==> src/rtl/barrel_pkg.sv <==
// rtl/barrel_pkg.sv - shared constants, tid type and helpers for the barrel thread scheduler
package barrel_pkg;

  localparam int DEFAULT_NUM_THREADS = 8;
  localparam int DEFAULT_PC_STEP     = 4;

  // Width of a thread id; a single-thread build still needs one bit.
  function automatic int tid_width(input int num_threads);
    return (num_threads > 1) ? $clog2(num_threads) : 1;
  endfunction

  // Guards against ids that name a thread slot that does not exist.
  function automatic logic tid_in_range(input int unsigned tid, input int unsigned num_threads);
    return tid < num_threads;
  endfunction

  typedef logic [tid_width(DEFAULT_NUM_THREADS)-1:0] tid_t;

endpackage

==> src/rtl/rr_pick.sv <==
// rtl/rr_pick.sv - rotating priority picker: first set mask bit after ptr, with wrap
module rr_pick
  import barrel_pkg::*;
#(
  parameter int N  = DEFAULT_NUM_THREADS,
  parameter int TW = tid_width(N)
) (
  input  logic [N-1:0]  mask,
  input  logic [TW-1:0] ptr,
  output logic          found,
  output logic [TW-1:0] idx
);

  logic [TW-1:0] probe;

  // Walk from the farthest slot back toward ptr+1 so the nearest ready slot is the last one kept.
  always_comb begin
    found = 1'b0;
    idx   = '0;
    probe = '0;
    for (int i = N; i >= 1; i--) begin
      probe = ptr + TW'(i);
      if (mask[probe]) begin
        found = 1'b1;
        idx   = probe;
      end
    end
  end

endmodule

==> src/rtl/barrel_thread_sched.sv <==
// rtl/barrel_thread_sched.sv - barrel thread scheduler and PC file; BARREL_PERF_CNT_EN adds perf counters
module barrel_thread_sched
  import barrel_pkg::*;
#(
  parameter int                     NUM_THREADS   = DEFAULT_NUM_THREADS,
  parameter int                     ADDRESS_WIDTH = 32,
  parameter logic [ADDRESS_WIDTH-1:0] RESET_PC    = '0,
  parameter int                     PC_STEP       = DEFAULT_PC_STEP,
  parameter bit                     STRICT_BARREL = 1'b1,
  localparam int                    TW            = tid_width(NUM_THREADS)
) (
  input  logic                     clk,
  input  logic                     rst,
  input  logic [NUM_THREADS-1:0]   en_mask,
  input  logic                     block_set_valid,
  input  logic [TW-1:0]            block_set_tid,
  input  logic                     block_clr_valid,
  input  logic [TW-1:0]            block_clr_tid,
  input  logic                     redir_valid,
  input  logic [TW-1:0]            redir_tid,
  input  logic [ADDRESS_WIDTH-1:0] redir_pc,
  input  logic                     halt_valid,
  input  logic [TW-1:0]            halt_tid,
  output logic                     issue_valid,
  output logic [TW-1:0]            issue_tid,
  output logic [ADDRESS_WIDTH-1:0] issue_pc,
`ifdef BARREL_PERF_CNT_EN
  input  logic [TW-1:0]            perf_sel,
  output logic [31:0]              perf_cnt,
`endif
  output logic                     all_halted
);

  logic [ADDRESS_WIDTH-1:0] pc [NUM_THREADS];
  logic [NUM_THREADS-1:0]   halted, blocked, ready, halted_next, blocked_next;
  logic [TW-1:0]            ptr, ptr_next, cand, rr_idx;
  logic                     go, rr_found, redir_ok;

  assign ready    = en_mask & ~halted & ~blocked;
  assign redir_ok = redir_valid && tid_in_range(32'(redir_tid), NUM_THREADS);

  rr_pick #(.N(NUM_THREADS), .TW(TW)) u_pick (
    .mask  (ready),
    .ptr   (ptr),
    .found (rr_found),
    .idx   (rr_idx)
  );

  // Strict mode walks every slot and bubbles; skip mode jumps to the next ready thread and holds ptr when idle.
  always_comb begin
    cand     = ptr + TW'(1);
    go       = ready[cand];
    ptr_next = cand;
    if (!STRICT_BARREL) begin
      cand     = rr_found ? rr_idx : ptr;
      go       = rr_found;
      ptr_next = cand;
    end
  end

  // Block/halt mask updates; clear is applied last so it beats a same-edge set.
  always_comb begin
    blocked_next = blocked;
    halted_next  = halted;
    if (block_set_valid && tid_in_range(32'(block_set_tid), NUM_THREADS))
      blocked_next[block_set_tid] = 1'b1;
    if (block_clr_valid && tid_in_range(32'(block_clr_tid), NUM_THREADS))
      blocked_next[block_clr_tid] = 1'b0;
    if (halt_valid && tid_in_range(32'(halt_tid), NUM_THREADS))
      halted_next[halt_tid] = 1'b1;
  end

  // PC file: a redirect overrides the post-issue increment of the same thread.
  always_ff @(posedge clk) begin
    for (int t = 0; t < NUM_THREADS; t++) begin
      if (rst)
        pc[t] <= RESET_PC;
      else if (redir_ok && redir_tid == TW'(t))
        pc[t] <= redir_pc;
      else if (go && cand == TW'(t))
        pc[t] <= pc[t] + ADDRESS_WIDTH'(PC_STEP);
    end
  end

  // Scheduler state and registered issue slot.
  always_ff @(posedge clk) begin
    if (rst) begin
      halted      <= '0;
      blocked     <= '0;
      ptr         <= TW'(NUM_THREADS - 1);
      issue_valid <= 1'b0;
      issue_tid   <= '0;
      issue_pc    <= '0;
      all_halted  <= 1'b0;
    end else begin
      halted      <= halted_next;
      blocked     <= blocked_next;
      ptr         <= ptr_next;
      issue_valid <= go;
      issue_tid   <= cand;
      issue_pc    <= pc[cand];
      all_halted  <= &(halted_next | ~en_mask);
    end
  end

`ifdef BARREL_PERF_CNT_EN
  logic [31:0] issue_cnt [NUM_THREADS];
  logic [31:0] idle_cnt;

  // Saturating per-thread issue counts, idle-slot count and registered readout of the selected thread.
  always_ff @(posedge clk) begin
    if (rst) begin
      for (int t = 0; t < NUM_THREADS; t++) issue_cnt[t] <= '0;
      idle_cnt <= '0;
      perf_cnt <= '0;
    end else begin
      for (int t = 0; t < NUM_THREADS; t++)
        if (go && cand == TW'(t) && issue_cnt[t] != '1)
          issue_cnt[t] <= issue_cnt[t] + 32'd1;
      if (!go && idle_cnt != '1)
        idle_cnt <= idle_cnt + 32'd1;
      perf_cnt <= issue_cnt[perf_sel];
    end
  end
`endif

endmodule

==> config.mk <==
export PLATFORM = sky130hd
export DESIGN_NAME = barrel_thread_sched
export DESIGN_NICKNAME = d
export VERILOG_FILES = /design/src/rtl/barrel_pkg.sv /design/src/rtl/rr_pick.sv /design/src/rtl/barrel_thread_sched.sv
export SDC_FILE = /design/constraint.sdc
export NUM_CORES = 1
export LEC_CHECK = 0
export CORE_ASPECT_RATIO = 0.75
export CORE_MARGIN = 2
export CORE_UTILIZATION = 55
export DETAILED_ROUTE_END_ITERATION = 6
export PLACE_DENSITY = 0.78
export SLEW_MARGIN = 40
export SYNTH_ARGS = -nofsm -noshare
export SYNTH_HDL_FRONTEND = slang
export SYNTH_SLANG_ARGS = --single-unit
==> constraint.sdc <==
create_clock -name clk -period 3.3 [get_ports clk]
set_input_delay 0.66 -clock clk [delete_from_list [all_inputs] [get_ports clk]]
set_output_delay 0.66 -clock clk [all_outputs]
set_load 0.005 [all_outputs]
Word level (Yosys, flattened, before mapping)
Memory sizes are Yosys's and may differ from the RTL's. A register that Yosys moved wholly into a read port is not among the register bits.
Cells that the tools add are included.
{"block": "op_classes", "eq_ne": 14, "reduce_logical": 22, "multipliers": 0, "shifts": 0, "bitwise_logic": 26, "n_lt_le_gt_ge": 7, "n_addsub": 9, "n_div": 0, "mux": 85}
{"operator": "2-to-1 mux 32 bit", "count": 16}
{"operator": "adder 32 x 3 -> 32 bit, second input constant", "count": 8}
{"operator": "2-to-1 mux 1 bit", "count": 62}
{"operator": "NOT 8 bit", "count": 4}
{"operator": "AND 8 bit", "count": 3}
{"operator": "== test 3 bit, second input constant", "count": 8}
{"operator": "2-to-1 mux 8 bit", "count": 3}
{"operator": "bitwise OR 8 bit", "count": 3}
{"operator": "logical AND 1 bit", "count": 19}
{"operator": "less-than comparator 3 x 4 -> 1 bit, second input constant", "count": 4}
{"operator": "bitwise OR 1 bit", "count": 16}
{"operator": "== test 3 x 2 -> 1 bit, second input constant", "count": 4}
{"operator": "demux 1 bit (select 3 bit)", "count": 3}
{"operator": ">= comparator 3 x 1 -> 1 bit, second input constant", "count": 3}
{"operator": "AND reduction 8 bit", "count": 1}
{"operator": "== test 3 x 1 -> 1 bit, second input constant", "count": 2}
{"operator": "zero test 3 bit", "count": 2}
{"operator": "adder 3 x 1 -> 3 bit, second input constant", "count": 1}
{"operator": "binary-select mux 1 bit (select 3 bit)", "count": 1}
{"block": "totals", "out_inout_bits": 37, "ram_bits": 256, "inputBits": 58, "mem_bits_ro": 0, "latchBits": 0, "ff_bits": 24, "n_memories": 1}
{"name": "pc", "words": 8, "word_bits": 32, "read_ports": 9, "rd_clocked_by_memory_dff": 1, "wr": 8, "line_no": "barrel_thread_sched.sv:34", "rtl": "logic [ADDRESS_WIDTH-1:0] pc [NUM_THREADS];"}

Longest topological paths before layout
{"block": "logic_depth", "word_depth": 11, "depth_mapped": 10, "depth_no_buf": 7}

Worst setup path before layout
OpenSTA, ideal clock, no wires.
{"block": "synth_timing", "path_type": "register to register", "start": "register ptr[0]", "end": "memory pc[5][10], enable pin", "setup_time_ps": 465, "t_arrival_ps": 2491, "stages_incl_launch_ff": 10, "period_less_slack_ps": 2956, "slack_ps": 344, "required_ps": 2835, "path_cell_list": "dfxtp_1 > buf_2 > inv_1 > ha_1 > buf_2 > mux4_2 > and2_4 > nand3_1 > buf_2 > nand2_1"}
{"element": "start, declared", "line_no": "barrel_thread_sched.sv:36", "rtl": "logic [TW-1:0] ptr, ptr_next, cand, rr_idx;"}
{"element": "start signal, assigned", "line_no": "barrel_thread_sched.sv:90", "rtl": "ptr <= TW'(NUM_THREADS - 1);"}
{"element": "start signal, assigned", "line_no": "barrel_thread_sched.sv:98", "rtl": "ptr <= ptr_next;"}
{"element": "end, declared", "line_no": "barrel_thread_sched.sv:34"}

==> flow_summary_export.csv <==
group,metric,value,unit
status,status,"completed",
placement,io_buffer_count,94,
sta,setup_tns,0,ps
cts,ctsResizeCount,0,
flow_run,drv_cap,0,
grt,grt_pass1_wl,87700,µm
sta,max_freq,0.349,GHz
power,p_sw,2.96,mW
critical_path,crit_path_end,"pc[2][30]$_DFFE_PP_",
sta,tightest_slew,837,ps
floorplanning,die_h,163,µm
yosys,synth_edf_count,256,
power,power_density,499,mW/mm²
placement,place_hpwl,40500,µm
critical_path,cp_max_fo,35,
power,p_comb_share,15.8,%
route,dr.pass1.iters,6,
route,drc_errors,0,
yosys,synthDistinctLibCells,49,
route,wl_per_cell,23.9,µm
yosys,seq_area_frac_synth,47.4,%
yosys,netlist_area,0.0186,mm²
route,viasPerCell,6.51,
final_layout,area_growth,14.2,%
cts,postCtsSetupBuffers,0,
power,leakagePower,6.81,nW
cts,clk_pin_slew,60,ps
sta,fin_crit,2860,ps
power,pwr-share-clk,36.7,%
critical_path,crit_chain,"inv_1 > ha_4 > buf_4 > a311oi_1 > nor3_4 > nand3_1 > buf_4 > o21ai_0",
grt,overflow,0,
yosys,synthCells,1887,
route,drtAntennaViolNets,0,
critical_path,crit_slowest_cell,"buf_4",
critical_path,crit_cells,8,
critical_path,crit_type,"reg -> reg",
critical_path,reg2reg_from,"ptr[1]$_SDFF_PP1_",
sta,period_share,86.8,%
yosys,async_flop_share,0,%
sta,grt_setup_unrepaired,"no",
critical_path,r2r_end,"pc[2][30]$_DFFE_PP_",
critical_path,crit_top_cell,"buf_4",
critical_path,start_kind,"flip-flop",
final_layout,layout.nets,2007,
cts,clock_path_buffers,3,
floorplanning,die_w,216,µm
floorplanning,ios,95,
grt,grt_use_total,32.7,%
grt,grt_pass1_vias,14600,
critical_path,arrival,3200,ps
sta,relSlewSlack,44.0,%
yosys,ys_warn_count,0,
route,drt_iter0_markers,2238,
critical_path,crit_family,"buffers and inverters",
critical_path,r2r_setup_slack,440,ps
critical_path,cp-startpoint,"ptr[1]$_SDFF_PP1_",
power,seqPwrFrac,47.5,%
cts,cts_tree,"done",
power,vdd.ir_drop.worst,0.360,mV
final_layout,final_core_util,63.6,%
cts,clock-sinks,312,
hold_path,min_path_cells,2,
floorplanning,rows,58,
floorplanning,core_area,0.0334,mm²
route,vias,15700,
sta,slew_violations,0,
critical_path,cp.required,3640,ps
cts,htreeDepth,2,
cts,numCtsBuffers,34,
yosys,synth_area_per_cell,9.86,µm²
power,internal_power,7.64,mW
critical_path,worst-path-buf-inv,3,
grt,grt_max_degree,55,
cts,cts_root_buf,"clkbuf_16",
critical_path,slowest_delay,460,ps
final_layout,n_fill_cell,2697,
final_layout,antenna_cells,0,
sta,report.final.setup_viol,0,
placement,place_congestion,0.940,
final_layout,layout-drive-gt1-share,10.1,%
grt,antenna_found_initial,0,
critical_path,crit_path_end_kind,"flip-flop",
yosys,synth.net_count,1958,
cts,cts_hold_buf,0,
power,swShare,27.9,%
route,drt_wl_total,57600,µm
floorplanning,die_area,0.0353,mm²
cts,clock_latency,540,ps
hold_path,hp-class,"in -> reg",
critical_path,reg2reg_depth,8,
sta,fin_worst_skew,28.9,ps
yosys,synth_ff_type,"edfxtp_1",
yosys,synth-seq-cells,312,
sta,hold_violations,0,
floorplanning,start_util,55.7,%
## registers in the layout (all words and copies together) (netlist names)
signal and count:
issue_valid 1, halted 8, all_halted 1, issue_pc 32, issue_tid 3, blocked 8
ptr 3, pc 256
## cell families after synthesis
kind of cell	count (synthesis)	share of synthesized area (%)
compound gates	311	8.78
xor+xnor	226	10.7
fa+ha+maj	13	0.875
buf+inv	157	3.31
flops	312	47.4
mux	65	7.87
simple gates	803	21.1
## worst register-to-register path: cells and delay by family, from the launching register on
kind            cells  cell delay, ps
buf+inv             3             840
simple gates        2             600
flops               1             400
fa+ha+maj           1             330
compound gates      2             500
## worst min-delay path by stage
| stage | start | end | slack, ps |
|---|---|---|---|
| after floorplan | halted[3]$_SDFF_PP0_ | halted[3]$_SDFF_PP0_ | 450 |
| after global placement | halted[1]$_SDFF_PP0_ | halted[1]$_SDFF_PP0_ | 470 |
| after detailed placement | halted[3]$_SDFF_PP0_ | halted[3]$_SDFF_PP0_ | 490 |
| after CTS | rst | issue_pc[18]$_SDFF_PP0_ | 460 |
| after global routing | rst | issue_pc[18]$_SDFF_PP0_ | 480 |
| final | rst | issue_pc[18]$_SDFF_PP0_ | 490 |
## power groups by stage
stage,Combinational [mW],Sequential [mW],Clock (mW)
after floorplan,0.962,4.96,0
after global placement,1.61,5.07,0
after detailed placement,1.64,5.09,0
after CTS,1.66,5.01,3.91
after global routing,1.78,5.06,4.05
final,1.68,5.03,3.89
## cell type report
cell class                      count  area, µm²  share of cell area (%)
Multi-Input combinational cell   1418       9260                    43.6
Sequential cell                   312       8810                    41.5
Clock inverter                     13        100                   0.471
Clock buffer                       48       1030                    4.84
Inverter                           35        131                   0.619
Tap cell                          450        563                    2.65
Timing Repair Buffer              135       1340                    6.33
## cells in the final DEF, fill, tap and decap left out, types with 3 or more instances in the layout
| master | n |
|---|---|
| a211oi_1 | 4 |
| a21oi_1 | 42 |
| a311oi_1 | 6 |
| a31oi_1 | 12 |
| a41oi_1 | 3 |
| and2_1 | 26 |
| and3_1 | 23 |
| and4_1 | 31 |
| buf_12 | 8 |
| buf_4 | 33 |
| clkbuf_1 | 5 |
| clkbuf_16 | 37 |
| clkbuf_8 | 6 |
| clkdlybuf4s50_1 | 93 |
| clkinv_2 | 8 |
| dfxtp_1 | 55 |
| edfxtp_1 | 256 |
| ha_1 | 12 |
| inv_1 | 35 |
| mux4_2 | 65 |
| nand2_1 | 381 |
| nand2b_1 | 6 |
| nand3_1 | 105 |
| nand4_1 | 64 |
| nand4_2 | 5 |
| nor2_1 | 63 |
| nor2_2 | 7 |
| nor2b_1 | 14 |
| nor3_1 | 29 |
| nor3_2 | 5 |
| nor3b_1 | 5 |
| nor4_1 | 17 |
| nor4_2 | 6 |
| o21ai_0 | 226 |
| o21ai_1 | 13 |
| xnor2_1 | 100 |
| xor2_1 | 124 |
## Yosys cell counts, types with 2 or more instances
library cell / number / area share (%)
or3_1: 2 / 0.067
nor4_1: 18 / 0.61
clkbuf_1: 71 / 1.4
a311oi_1: 6 / 0.28
nand4_2: 5 / 0.34
buf_1: 30 / 0.61
nor3_1: 32 / 0.86
a41oi_1: 3 / 0.14
a21oi_1: 42 / 1.1
nor4_2: 5 / 0.34
and2_1: 26 / 0.87
a211oi_1: 4 / 0.16
nand2_1: 381 / 7.7
nor4b_1: 2 / 0.094
buf_2: 20 / 0.54
or4_4: 2 / 0.12
nor2_1: 70 / 1.4
a31oi_1: 12 / 0.40
a22oi_1: 2 / 0.081
nand2b_1: 6 / 0.20
and4_1: 31 / 1.5
or2_2: 2 / 0.067
edfxtp_1: 256 / 41
nor3b_1: 5 / 0.20
nor2b_1: 14 / 0.47
nor3_2: 2 / 0.11
xor2_1: 124 / 5.8
mux4_2: 65 / 7.9
and3_1: 23 / 0.77
xnor2_1: 101 / 4.8
nand4_1: 64 / 2.2
inv_1: 35 / 0.71
ha_1: 13 / 0.87
dfxtp_1: 56 / 6.0
o21ai_1: 13 / 0.35
nand4b_1: 2 / 0.094
nand3_1: 105 / 2.8
o21ai_0: 226 / 6.1
## routing by layer
layer  track usage [%]  wire [µm]  part of all wire [%]
met1              46.3      22700                    39
met2              50.8      25700                    45
met3              5.36       6770                    12
met4              12.5       2390                   4.2
met5                 0          0                     0
## metrics by stage
step	hold slack [ps]	worst slack (ps)	power, mW	cells	instance area (µm²)
after floorplan	449	344	5.92	1887	18600
after global placement	472	481	6.68	2350	20100
after detailed placement	488	417	6.73	2350	20100
after CTS	458	479	10.6	2411	21200
after global routing	477	287	10.9	2411	21200
final	490	436	10.6	2411	21200
Power figures use the tool's default switching activity.
